## src/rtl/serial_alu_seq.sv

```systemverilog
// -----------------------------------------------------------------------------
// serial_alu_seq
//
// Bit-serial ALU sequencer. One operation and two WIDTH-bit operands are
// accepted through a start/busy/done handshake. The single-bit datapath then
// walks the operands LSB first, one bit per clock, and assembles the result
// in a shift register that fills from the MSB side.
//
// Every per-bit operation is built from single-bit gate primitives (nand2,
// not1, and2, or2, xor2, mux2). These are written as functions so the file is
// self-contained. The full adder uses two xor2, two and2 and one or2. The op
// select is a tree of mux2 cells driven by op bits 0, 1, 2.
//
// Optional feature macro: SERIAL_ALU_SUB_EN
//   defined   : op 101 is SUB (a + ~b + 1). b goes through a per-bit not1
//               and the carry register is preset to 1 when the pass starts.
//   undefined : op 101 behaves like the reserved op (y=0, carry_out=0,
//               zero=1). The inverter path and carry preset are not built.
//
// Ports
//   clk        in   rising-edge clock
//   rst        in   synchronous, active-high reset
//   start      in   request. Sampled in IDLE or DONE; ignored while busy.
//   op[2:0]    in   000 AND, 001 OR, 010 XOR, 011 NOT a, 100 ADD,
//                   101 SUB, 110 PASS b, 111 reserved (result 0)
//   a, b       in   operands, latched together with op on an accepted start
//   busy       out  high while a bit-serial pass is running
//   done       out  one-cycle pulse. y/carry_out/zero are valid.
//   y          out  result, held until the next pass completes
//   carry_out  out  carry out of bit WIDTH-1 for ADD/SUB, 0 for other ops
//   zero       out  high when y == 0
//
// Every output comes from a register or is decoded from the state register.
// No input reaches an output through combinational logic only.
// -----------------------------------------------------------------------------
module serial_alu_seq #(
   parameter int WIDTH = 16
) (
   input  logic             clk,
   input  logic             rst,
   input  logic             start,
   input  logic [2:0]       op,
   input  logic [WIDTH-1:0] a,
   input  logic [WIDTH-1:0] b,
   output logic             busy,
   output logic             done,
   output logic [WIDTH-1:0] y,
   output logic             carry_out,
   output logic             zero
);

   localparam int CNT_W = (WIDTH > 2) ? $clog2(WIDTH) : 1;
   localparam logic [CNT_W-1:0] CNT_LAST = CNT_W'(WIDTH - 1);

   // ------------------------------------------------------------------
   // Gate primitives. Every cell is built from nand2.
   // ------------------------------------------------------------------
   function automatic logic g_nand2(input logic i0, input logic i1);
      return ~(i0 & i1);
   endfunction

   function automatic logic g_not1(input logic i0);
      return g_nand2(i0, i0);
   endfunction

   function automatic logic g_and2(input logic i0, input logic i1);
      return g_not1(g_nand2(i0, i1));
   endfunction

   function automatic logic g_or2(input logic i0, input logic i1);
      return g_nand2(g_not1(i0), g_not1(i1));
   endfunction

   function automatic logic g_xor2(input logic i0, input logic i1);
      logic n;
      n = g_nand2(i0, i1);
      return g_nand2(g_nand2(i0, n), g_nand2(i1, n));
   endfunction

   // sel=0 selects i0, sel=1 selects i1
   function automatic logic g_mux2(input logic i0, input logic i1, input logic sel);
      return g_or2(g_and2(i0, g_not1(sel)), g_and2(i1, sel));
   endfunction

   // ------------------------------------------------------------------
   // State and registers
   // ------------------------------------------------------------------
   typedef enum logic [1:0] {
      S_IDLE = 2'b00,
      S_RUN  = 2'b01,
      S_DONE = 2'b10
   } state_t;

   state_t             state_q, state_d;
   logic [CNT_W-1:0]   cnt_q, cnt_d;
   logic [2:0]         op_q, op_d;
   logic [WIDTH-1:0]   a_q, a_d;
   logic [WIDTH-1:0]   b_q, b_d;
   logic               carry_q, carry_d;
   logic [WIDTH-1:0]   shift_q, shift_d;
   logic [WIDTH-1:0]   y_q, y_d;
   logic               cout_q, cout_d;
   logic               zero_q, zero_d;

   // ------------------------------------------------------------------
   // One-bit datapath for the bit selected by cnt
   // ------------------------------------------------------------------
   logic a_bit, b_bit, b_eff;
   logic fa_p, fa_g, fa_t, sum_bit, fa_cout;
   logic and_bit, or_bit, xor_bit, nota_bit, sub_sum_bit;
   logic m0_0, m0_1, m0_2, m0_3, m1_0, m1_1, res_bit;
   logic is_arith, carry_next, carry_preset;

   assign a_bit = a_q[cnt_q];
   assign b_bit = b_q[cnt_q];

`ifdef SERIAL_ALU_SUB_EN
   // op 101 is the only op with op[2]=1, op[1]=0, op[0]=1. The adder
   // sees ~b for SUB and the carry-in comes from the preset carry register.
   logic is_sub;
   assign is_sub       = g_and2(g_and2(op_q[2], g_not1(op_q[1])), op_q[0]);
   assign b_eff        = g_mux2(b_bit, g_not1(b_bit), is_sub);
   assign sub_sum_bit  = sum_bit;
   // ADD and SUB both keep their carry chain
   assign is_arith     = g_and2(op_q[2], g_not1(op_q[1]));
   assign carry_preset = (op == 3'b101);
`else
   assign b_eff        = b_bit;
   assign sub_sum_bit  = 1'b0;
   // Only ADD keeps its carry. Every other op forces the carry to 0.
   assign is_arith     = g_and2(g_and2(op_q[2], g_not1(op_q[1])), g_not1(op_q[0]));
   assign carry_preset = 1'b0;
`endif

   // Full adder: two xor2, two and2, one or2
   assign fa_p    = g_xor2(a_bit, b_eff);
   assign sum_bit = g_xor2(fa_p, carry_q);
   assign fa_g    = g_and2(a_bit, b_eff);
   assign fa_t    = g_and2(fa_p, carry_q);
   assign fa_cout = g_or2(fa_g, fa_t);

   // Logic ops use the raw b bit
   assign and_bit  = g_and2(a_bit, b_bit);
   assign or_bit   = g_or2(a_bit, b_bit);
   assign xor_bit  = g_xor2(a_bit, b_bit);
   assign nota_bit = g_not1(a_bit);

   // Op-select mux tree. Level 0 uses op[0], level 1 uses op[1],
   // and the root uses op[2].
   assign m0_0    = g_mux2(and_bit, or_bit, op_q[0]);       // 000 / 001
   assign m0_1    = g_mux2(xor_bit, nota_bit, op_q[0]);     // 010 / 011
   assign m0_2    = g_mux2(sum_bit, sub_sum_bit, op_q[0]);  // 100 / 101
   assign m0_3    = g_mux2(b_bit, 1'b0, op_q[0]);           // 110 / 111
   assign m1_0    = g_mux2(m0_0, m0_1, op_q[1]);
   assign m1_1    = g_mux2(m0_2, m0_3, op_q[1]);
   assign res_bit = g_mux2(m1_0, m1_1, op_q[2]);

   assign carry_next = g_and2(fa_cout, is_arith);

   // ------------------------------------------------------------------
   // Next-state logic
   // ------------------------------------------------------------------
   always_comb begin
      state_d = state_q;
      cnt_d   = cnt_q;
      op_d    = op_q;
      a_d     = a_q;
      b_d     = b_q;
      carry_d = carry_q;
      shift_d = shift_q;
      y_d     = y_q;
      cout_d  = cout_q;
      zero_d  = zero_q;

      unique case (state_q)
         S_IDLE, S_DONE: begin
            if (start) begin
               state_d = S_RUN;
               cnt_d   = '0;
               op_d    = op;
               a_d     = a;
               b_d     = b;
               carry_d = carry_preset;
               shift_d = '0;
            end else if (state_q == S_DONE) begin
               state_d = S_IDLE;
            end
         end

         S_RUN: begin
            // New bit enters at the MSB. After WIDTH shifts, bit 0 has
            // moved down to position 0.
            shift_d = {res_bit, shift_q[WIDTH-1:1]};
            carry_d = carry_next;
            if (cnt_q == CNT_LAST) begin
               state_d = S_DONE;
               cnt_d   = '0;
               y_d     = shift_d;
               cout_d  = carry_next;
               zero_d  = (shift_d == '0);
            end else begin
               cnt_d = cnt_q + 1'b1;
            end
         end

         default: begin
            state_d = S_IDLE;
         end
      endcase
   end

   // ------------------------------------------------------------------
   // State register
   // ------------------------------------------------------------------
   always_ff @(posedge clk) begin
      if (rst) begin
         state_q <= S_IDLE;
         cnt_q   <= '0;
         op_q    <= '0;
         a_q     <= '0;
         b_q     <= '0;
         carry_q <= 1'b0;
         shift_q <= '0;
         y_q     <= '0;
         cout_q  <= 1'b0;
         zero_q  <= 1'b1;
      end else begin
         state_q <= state_d;
         cnt_q   <= cnt_d;
         op_q    <= op_d;
         a_q     <= a_d;
         b_q     <= b_d;
         carry_q <= carry_d;
         shift_q <= shift_d;
         y_q     <= y_d;
         cout_q  <= cout_d;
         zero_q  <= zero_d;
      end
   end

   assign busy      = (state_q == S_RUN);
   assign done      = (state_q == S_DONE);
   assign y         = y_q;
   assign carry_out = cout_q;
   assign zero      = zero_q;

endmodule
```

## config.mk

```make
export PLATFORM = sky130hd
export DESIGN_NAME = serial_alu_seq
export DESIGN_NICKNAME = d
export VERILOG_FILES = /design/src/rtl/serial_alu_seq.sv
export SDC_FILE = /design/constraint.sdc
export NUM_CORES = 1
export LEC_CHECK = 0
export ABC_AREA = 1
export CELL_PAD_IN_SITES_DETAIL_PLACEMENT = 2
export CELL_PAD_IN_SITES_GLOBAL_PLACEMENT = 2
export CORE_ASPECT_RATIO = 1.75
export CORE_UTILIZATION = 31
export DETAILED_ROUTE_END_ITERATION = 16
export GPL_ROUTABILITY_DRIVEN = 0
export HOLD_SLACK_MARGIN = 0.02
export PLACE_DENSITY = 0.91
export SLEW_MARGIN = 20
export SYNTH_ARGS = -nofsm -noshare
export SYNTH_HDL_FRONTEND = slang
export SYNTH_SLANG_ARGS = --single-unit
```

## constraint.sdc

```tcl
create_clock -name clk -period 4.5 [get_ports clk]
set_input_delay 0.675 -clock clk [delete_from_list [all_inputs] [get_ports clk]]
set_output_delay 0.675 -clock clk [all_outputs]
set_load 0.005 [all_outputs]
```

==> results of run 1 <==
==> metrics by stage <==
| stage | instance area (um^2) | util [%] | instances | hold slack (ps) |
|---|---|---|---|---|
| after detailed placement | 3829 | 38.64 | 598 | 463.4 |
| final | 4103 | 41.40 | 614 | 472.1 |
| after CTS | 4103 | 41.40 | 614 | 475.4 |
| after global placement | 3829 | 38.64 | 598 | 449.3 |
| after floorplan | 3176 | - | 434 | 424.4 |
| after global routing | 4103 | 41.40 | 614 | 480.3 |
==> logic make-up (layout without fill, tap and decap cells) <==
logic type / count (synthesis) / after routing / share of synthesized area [%]
AND/OR/NAND/NOR: 179 / 179 / 23.40
AO/OA/AOI/OAI: 106 / 106 / 18.32
flip-flops: 75 / 75 / 47.28
buffers and inverters: 70 / 125 / 9.180
adder cells (fa/ha/maj): 4 / 4 / 1.813
==> final cells by class <==
cell class / instances / area (um^2) / area share (%)
flip-flops and latches: 75 / 1501 / 36.60
multi-input cells: 289 / 1383 / 33.70
repair buffers: 63 / 615.6 / 15.00
clock buffers: 14 / 264.0 / 6.435
inverters: 46 / 172.7 / 4.209
well taps: 125 / 156.4 / 3.812
clock inverters: 2 / 10.01 / 0.2440
==> power groups by stage <==
| stage | Combinational, W | Sequential [W] | Clock (W) |
|---|---|---|---|
| floorplan | 0.000110 | 0.000719 | 0 |
| global route | 0.000203 | 0.000718 | 0.000704 |
| finish | 0.000179 | 0.000715 | 0.000669 |
| CTS | 0.000183 | 0.000715 | 0.000682 |
| global placement | 0.000167 | 0.000727 | 0 |
| detailed placement | 0.000177 | 0.000728 | 0 |
==> layer usage <==
layer	vias to the layer above	share of wire, %
li1	1492	-
met1	1508	36
met2	49	59
met3	18	2.2
met4	0	2.4
met5	-	0
==> registers in the layout, indices dropped and copies added, names as in the netlist <==
register,flops
a_q,16
op_q,3
carry_q,1
shift_q,15
y,16
zero,1
carry_out,1
b_q,16
cnt_q,4
state_q,2
==> worst min path at each step <==
stage | from | end | slack, ps
3_5_place_dp | b_q[9] | b_q[9] | 460
4_1_cts | shift_q[1] | shift_q[1] | 480
5_1_grt | a_q[6] | a_q[6] | 480
6_report | shift_q[1] | shift_q[1] | 470
3_3_place_gp | a_q[9] | a_q[9] | 450
2_1_floorplan | a_q[2] | a_q[2] | 420
==> cell usage after synthesis, drive strengths merged <==
cell type	count	area (um^2)
nor3	2	15.01
dfxtp	75	1501
a21oi	39	198.9
clkbuf	17	63.81
o211ai	1	7.510
o21ai	62	347.8
nand4	4	25.02
a31oi	2	12.51
nor4	1	6.260
nor2	64	257.8
ha	3	37.54
o22ai	1	6.260
nand2	83	314.1
inv	46	172.7
fa	1	20.02
nand3	25	125.1
a221oi	1	8.760
buf	7	55.05
==> placed cells by master, fill, tap and decap left out <==
cell / n
o21ai_1: 8
clkbuf_8: 2
o22ai_1: 1
nand4_1: 4
o21ai_0: 44
inv_1: 38
a21oi_1: 38
ha_1: 3
dfxtp_1: 75
nor4_1: 1
o21ai_2: 10
nor3_1: 1
nor2_1: 61
fa_1: 1
clkbuf_16: 9
clkdlybuf4s50_1: 57
nor2_4: 2
buf_4: 6
nand3_1: 25
inv_2: 8
a21oi_2: 1
nand2_1: 82
nand2_2: 1
a221oi_1: 1
nor3_2: 1
clkbuf_1: 3
o211ai_1: 1
nor2_2: 1
a31oi_1: 2
clkinv_2: 2
==> worst register-to-register path, stage by stage, from the launching register on <==
cell and delay [ps]:
dfxtp_1 540, buf_4 270, inv_2 140, nor2_1 160, o22ai_1 110, o21ai_1 190, nand2_1 100, inv_1 100
fa_1 420, a21oi_1 150, nand2_1 100, nand2_1 120, nand2_1 80, a21oi_2 120
==> impl_metrics.csv, run 1 <==
group,metric,value,unit
pwr,intPower,0.001168,W
pwr,p_per_area,381.0,nW/um^2
outcome,outcome,"finished clean",
critical_path,path_buf_inv,3,
critical_path,r2r_slack,1810,ps
critical_path,cpMaxStageDelayCell,"dfxtp_1",
grt,overflow,0,
pwr,ir_drop,0.2458,mV
cts,clk_pin_slew,50,ps
sta,timing.fmax,372.1,MHz
floorplan,dieArea,10670,um^2
yosys,synth_cells,434,
pwr,p_sw,0.0003955,W
critical_path,critPathCapture,"shift_q[15]",
sta,worstMarginPinSlew,731.3,ps
critical_path,cp_top_family,"compound AO/OA/AOI/OAI gates",
route,wl_per_cell,17.36,um
yosys,synthesis.area,3176,um^2
finish,area_growth,29.20,%
critical_path,critPathKind,"flop to flop",
finish,nFillCells,1132,
critical_path,max_stage_delay,540,ps
critical_path,cpMostUsedCell,"nand2_1",
critical_path,end_kind,"flop",
floorplan,start_util,32.05,%
yosys,yosys_warnings,0,
critical_path,cp_data_arrival_time,2960,ps
sta,rsz0062_at_grt,"no",
grt,grt_max_degree,51,
cts,cts_buffers,9,
sta,finClkSkew,5.999,ps
sta,relSlewSlack,51.19,%
placed_design,dp_slack,1825,ps
route,drtIter0Drc,115,
critical_path,cp-startpoint,"cnt_q[0]",
pwr,power_frac_comb,11.5,%
critical_path,path_max_fanout,14,
yosys,synth_nets,476,
finish,n_antenna_cell,0,
pwr,p_total,0.001563,W
cts,clock_sinks,75,
route,first_pass_iters,4,
route,routed_via_density,4.995,
critical_path,rr_startpoint,"cnt_q[0]",
grt,busiest_layer,"met2",
sta,layout_setup_ws,1812,ps
floorplan,coreArea,9910,um^2
critical_path,worstPathCellList,"buf_4 -> inv_2 -> nor2_1 -> o22ai_1 -> o21ai_1 -> nand2_1 -> inv_1 -> fa_1 -> a21oi_1 -> nand2_1 -> nand2_1 -> nand2_1 -> a21oi_2",
grt,grtUsageMet2,44.49,%
grt,grtUsageTotal,21.97,%
grt,antenna_found_initial,0,
sta,setup-violations-final,0,
route,final_antenna_net_count,0,
pwr,power_frac_clock,42.8,%
grt,grt.met1_usage,21.00,%
cts,cts-root-buf,"clkbuf_16",
min_path,hold-path-cell-count,2,
sta,maxSlewViolCount,0,
min_path,hold_class,"flop to flop",
placed_design,hpwl,7427,um
critical_path,start_kind,"flop",
yosys,syn_avg_cell_area,7.317,um^2
grt,grt_pass1_wl,17690,um
sta,finalCriticalPeriod,2688,ps
sta,hold_viol,0,
route,wirelength,10660,um
cts,clock_path_buffers,2,
sta,tns,0,ps
cts,cts_hold_buf,0,
yosys,ys_ff_latch,75,
pwr,power_frac_seq,45.8,%
floorplan,io_pins,58,
cts,cts_setup_buffers,0,
critical_path,required,4770,ps
cts,cts_tree,"built",
yosys,yosysUniqueCellTypes,28,
finish,nets,526,
placed_design,numPortBuffers,57,
critical_path,cp_num_cells,13,
cts,post_cts_resized,0,
pwr,switching_share,25.30,%
pwr,leakagePower,1.547,nW
floorplan,fp.dieH,135.9,um
floorplan,die_w,78.51,um
critical_path,timing.rr.end,"shift_q[15]",
flow_run,maxCapViolCount,0,
grt,gr-usage-met3,3.826,%
route,dr_total_vias,3067,
finish,drive_gt1_share,8.793,%
floorplan,rows,48,
critical_path,worstRegToRegCells,13,
cts,clk_latency,340,ps
cts,cts_max_level,3,
grt,grt_pass1_vias,3509,
yosys,yosysSeqAreaShare,47.28,%
route,drc_errors,0,
sta,finalCritPeriodShare,59.72,%
No activity file was read; power rests on OpenSTA's default activity.
==> run 2, diff against run 1 <==
--- a/config.mk
+++ b/config.mk
@@ -9,11 +9,11 @@
 export CELL_PAD_IN_SITES_DETAIL_PLACEMENT = 2
 export CELL_PAD_IN_SITES_GLOBAL_PLACEMENT = 2
 export CORE_ASPECT_RATIO = 1.75
-export CORE_UTILIZATION = 31
+export CORE_UTILIZATION = 29
 export DETAILED_ROUTE_END_ITERATION = 16
 export GPL_ROUTABILITY_DRIVEN = 0
 export HOLD_SLACK_MARGIN = 0.02
-export PLACE_DENSITY = 0.91
+export PLACE_DENSITY = 0.87
 export SLEW_MARGIN = 20
 export SYNTH_ARGS = -nofsm -noshare
 export SYNTH_HDL_FRONTEND = slang
==> constraint.sdc (replaced) <==
create_clock -name clk -period 2.6 [get_ports clk]
set_input_delay 0.39 -clock clk [delete_from_list [all_inputs] [get_ports clk]]
set_output_delay 0.39 -clock clk [all_outputs]
set_load 0.005 [all_outputs]
==> impl_metrics.csv, run 2 (same netlist as run 1, synthesis figures left out) <==
group,metric,value,unit
route,drtIter0Drc,135,
cts,clock_path_buffers,2,
sta,finalCritPeriodShare,89.76,%
floorplan,coreArea,10700,um^2
route,routed_via_density,4.976,
floorplan,start_util,29.68,%
cts,cts_max_level,3,
critical_path,path_max_fanout,23,
critical_path,start_kind,"flop",
critical_path,cp_data_arrival_time,2600,ps
finish,n_antenna_cell,0,
floorplan,dieArea,11390,um^2
floorplan,rows,50,
route,wirelength,10460,um
floorplan,fp.dieH,140.4,um
grt,overflow,0,
route,final_antenna_net_count,0,
route,first_pass_iters,4,
finish,area_growth,29.91,%
critical_path,end_kind,"flop",
pwr,leakagePower,1.552,nW
floorplan,io_pins,58,
route,wl_per_cell,16.89,um
placed_design,hpwl,7562,um
grt,antenna_found_initial,0,
pwr,p_per_area,673.4,nW/um^2
finish,final_common_cell,"nand2_1",
sta,timing.fmax,428.5,MHz
sta,setup-violations-final,0,
cts,cts_setup_buffers,0,
sta,worstMarginPinSlew,721.4,ps
pwr,switching_share,24.62,%
critical_path,critPathKind,"flop to flop",
sta,relSlewSlack,51.85,%
finish,nFillCells,1245,
sta,tns,0,ps
grt,grt_max_degree,49,
cts,clk_latency,330,ps
route,drc_errors,0,
flow_run,maxCapViolCount,0,
pwr,power_frac_clock,44.4,%
cts,cts_hold_buf,0,
placed_design,numPlacedInstances,603,
cts,clk_pin_slew,60,ps
min_path,hold_class,"flop to flop",
pwr,power_frac_seq,44.4,%
cts,post_cts_resized,0,
grt,grt_pass1_vias,3405,
finish,drive_gt1_share,8.793,%
pwr,ir_drop,0.3357,mV
finish,nets,526,
pwr,intPower,0.002094,W
sta,finalCriticalPeriod,2334,ps
cts,cts_buffers,9,
pwr,p_sw,0.0006838,W
finish,layout_common_cells,"82 x nand2_1, 74 x dfxtp_1, 61 x nor2_1, 57 x clkdlybuf4s50_1, 44 x o21ai_0",
grt,grtUsageTotal,19.69,%
floorplan,die_w,81.10,um
sta,finClkSkew,4.578,ps
cts,cts_tree,"built",
finish,fin_cells,619,
critical_path,required,2860,ps
grt,grt_pass1_wl,16800,um
sta,rsz0062_at_grt,"no",
route,dr_total_vias,3080,
sta,hold_viol,0,
pwr,p_total,0.002778,W
sta,maxSlewViolCount,0,
finish,final_util,38.56,%
placed_design,numPortBuffers,57,
cts,cts-root-buf,"clkbuf_16",
outcome,outcome,"finished clean",
cts,clock_sinks,75,
sta,whs,455.3,ps
pwr,power_frac_comb,11.2,%
[run 2: changes by cell type in the layout (fill, tap and decap cells not counted), sizes merged]
cell / before / now
bufinv: 0 / 1
clkinv: 2 / 1
[run 2: final timing paths]
kind | start | slack [ps] | end | cells past startpoint
max | cnt_q[0] | 270 | shift_q[15] | 14
min | a_q[0] | 460 | a_q[0] | 2
max reg2reg | cnt_q[0] | 270 | shift_q[15] | 14
min reg2reg | a_q[0] | 460 | a_q[0] | 2
[run 2: area by class of cell]
class	instances	area [um^2]	share of cell area, %
inverter	46	172.7	4.186
timing repair buffer	63	615.6	14.92
clock buffer	14	254.0	6.157
clock inverter	2	35.03	0.8493
tap	130	162.7	3.943
multi-input combinational	289	1383	33.52
sequential	75	1503	36.43
[run 2: through the flow]
step / setup slack (ps) / instance area (um^2)
final: 266.3 / 4125
after global routing: 27.43 / 4125
after floorplan: 581.7 / 3176
after CTS: 112.5 / 4124
after global placement: 313.3 / 3835
after detailed placement: 208.9 / 3835
[run 2: critical path, stage by stage (launching register included)]
cell and delay, ps:
dfxtp_1 340, buf_4 250, nand2_1 90, nand3_1 80, nand2_1 70, a21oi_1 120
o21ai_1 120, nand2_1 120, inv_1 80, fa_1 440, a21oi_1 150, nand2_1 90
nand2_1 100, nand2_1 70, a21oi_2 130
[run 2: metal layers]
layer / track usage, % / wire length, um / up-vias
met5: 0 / 0 / -
met2: 38.88 / 6193 / 43
met3: 2.932 / 247 / 15
met4: 8.271 / 238 / 0
li1: - / - / 1499
met1: 19.14 / 3776 / 1523
[run 2: power groups by stage]
| stage | sequential, W | combinational, W | clock, W |
|---|---|---|---|
| 4_1_cts | 0.00123 | 0.000320 | 0.00126 |
| 3_3_place_gp | 0.00126 | 0.000294 | 0 |
| 3_5_place_dp | 0.00126 | 0.000314 | 0 |
| 6_report | 0.00123 | 0.000311 | 0.00123 |
| 2_1_floorplan | 0.00124 | 0.000191 | 0 |
| 5_1_grt | 0.00124 | 0.000353 | 0.00131 |
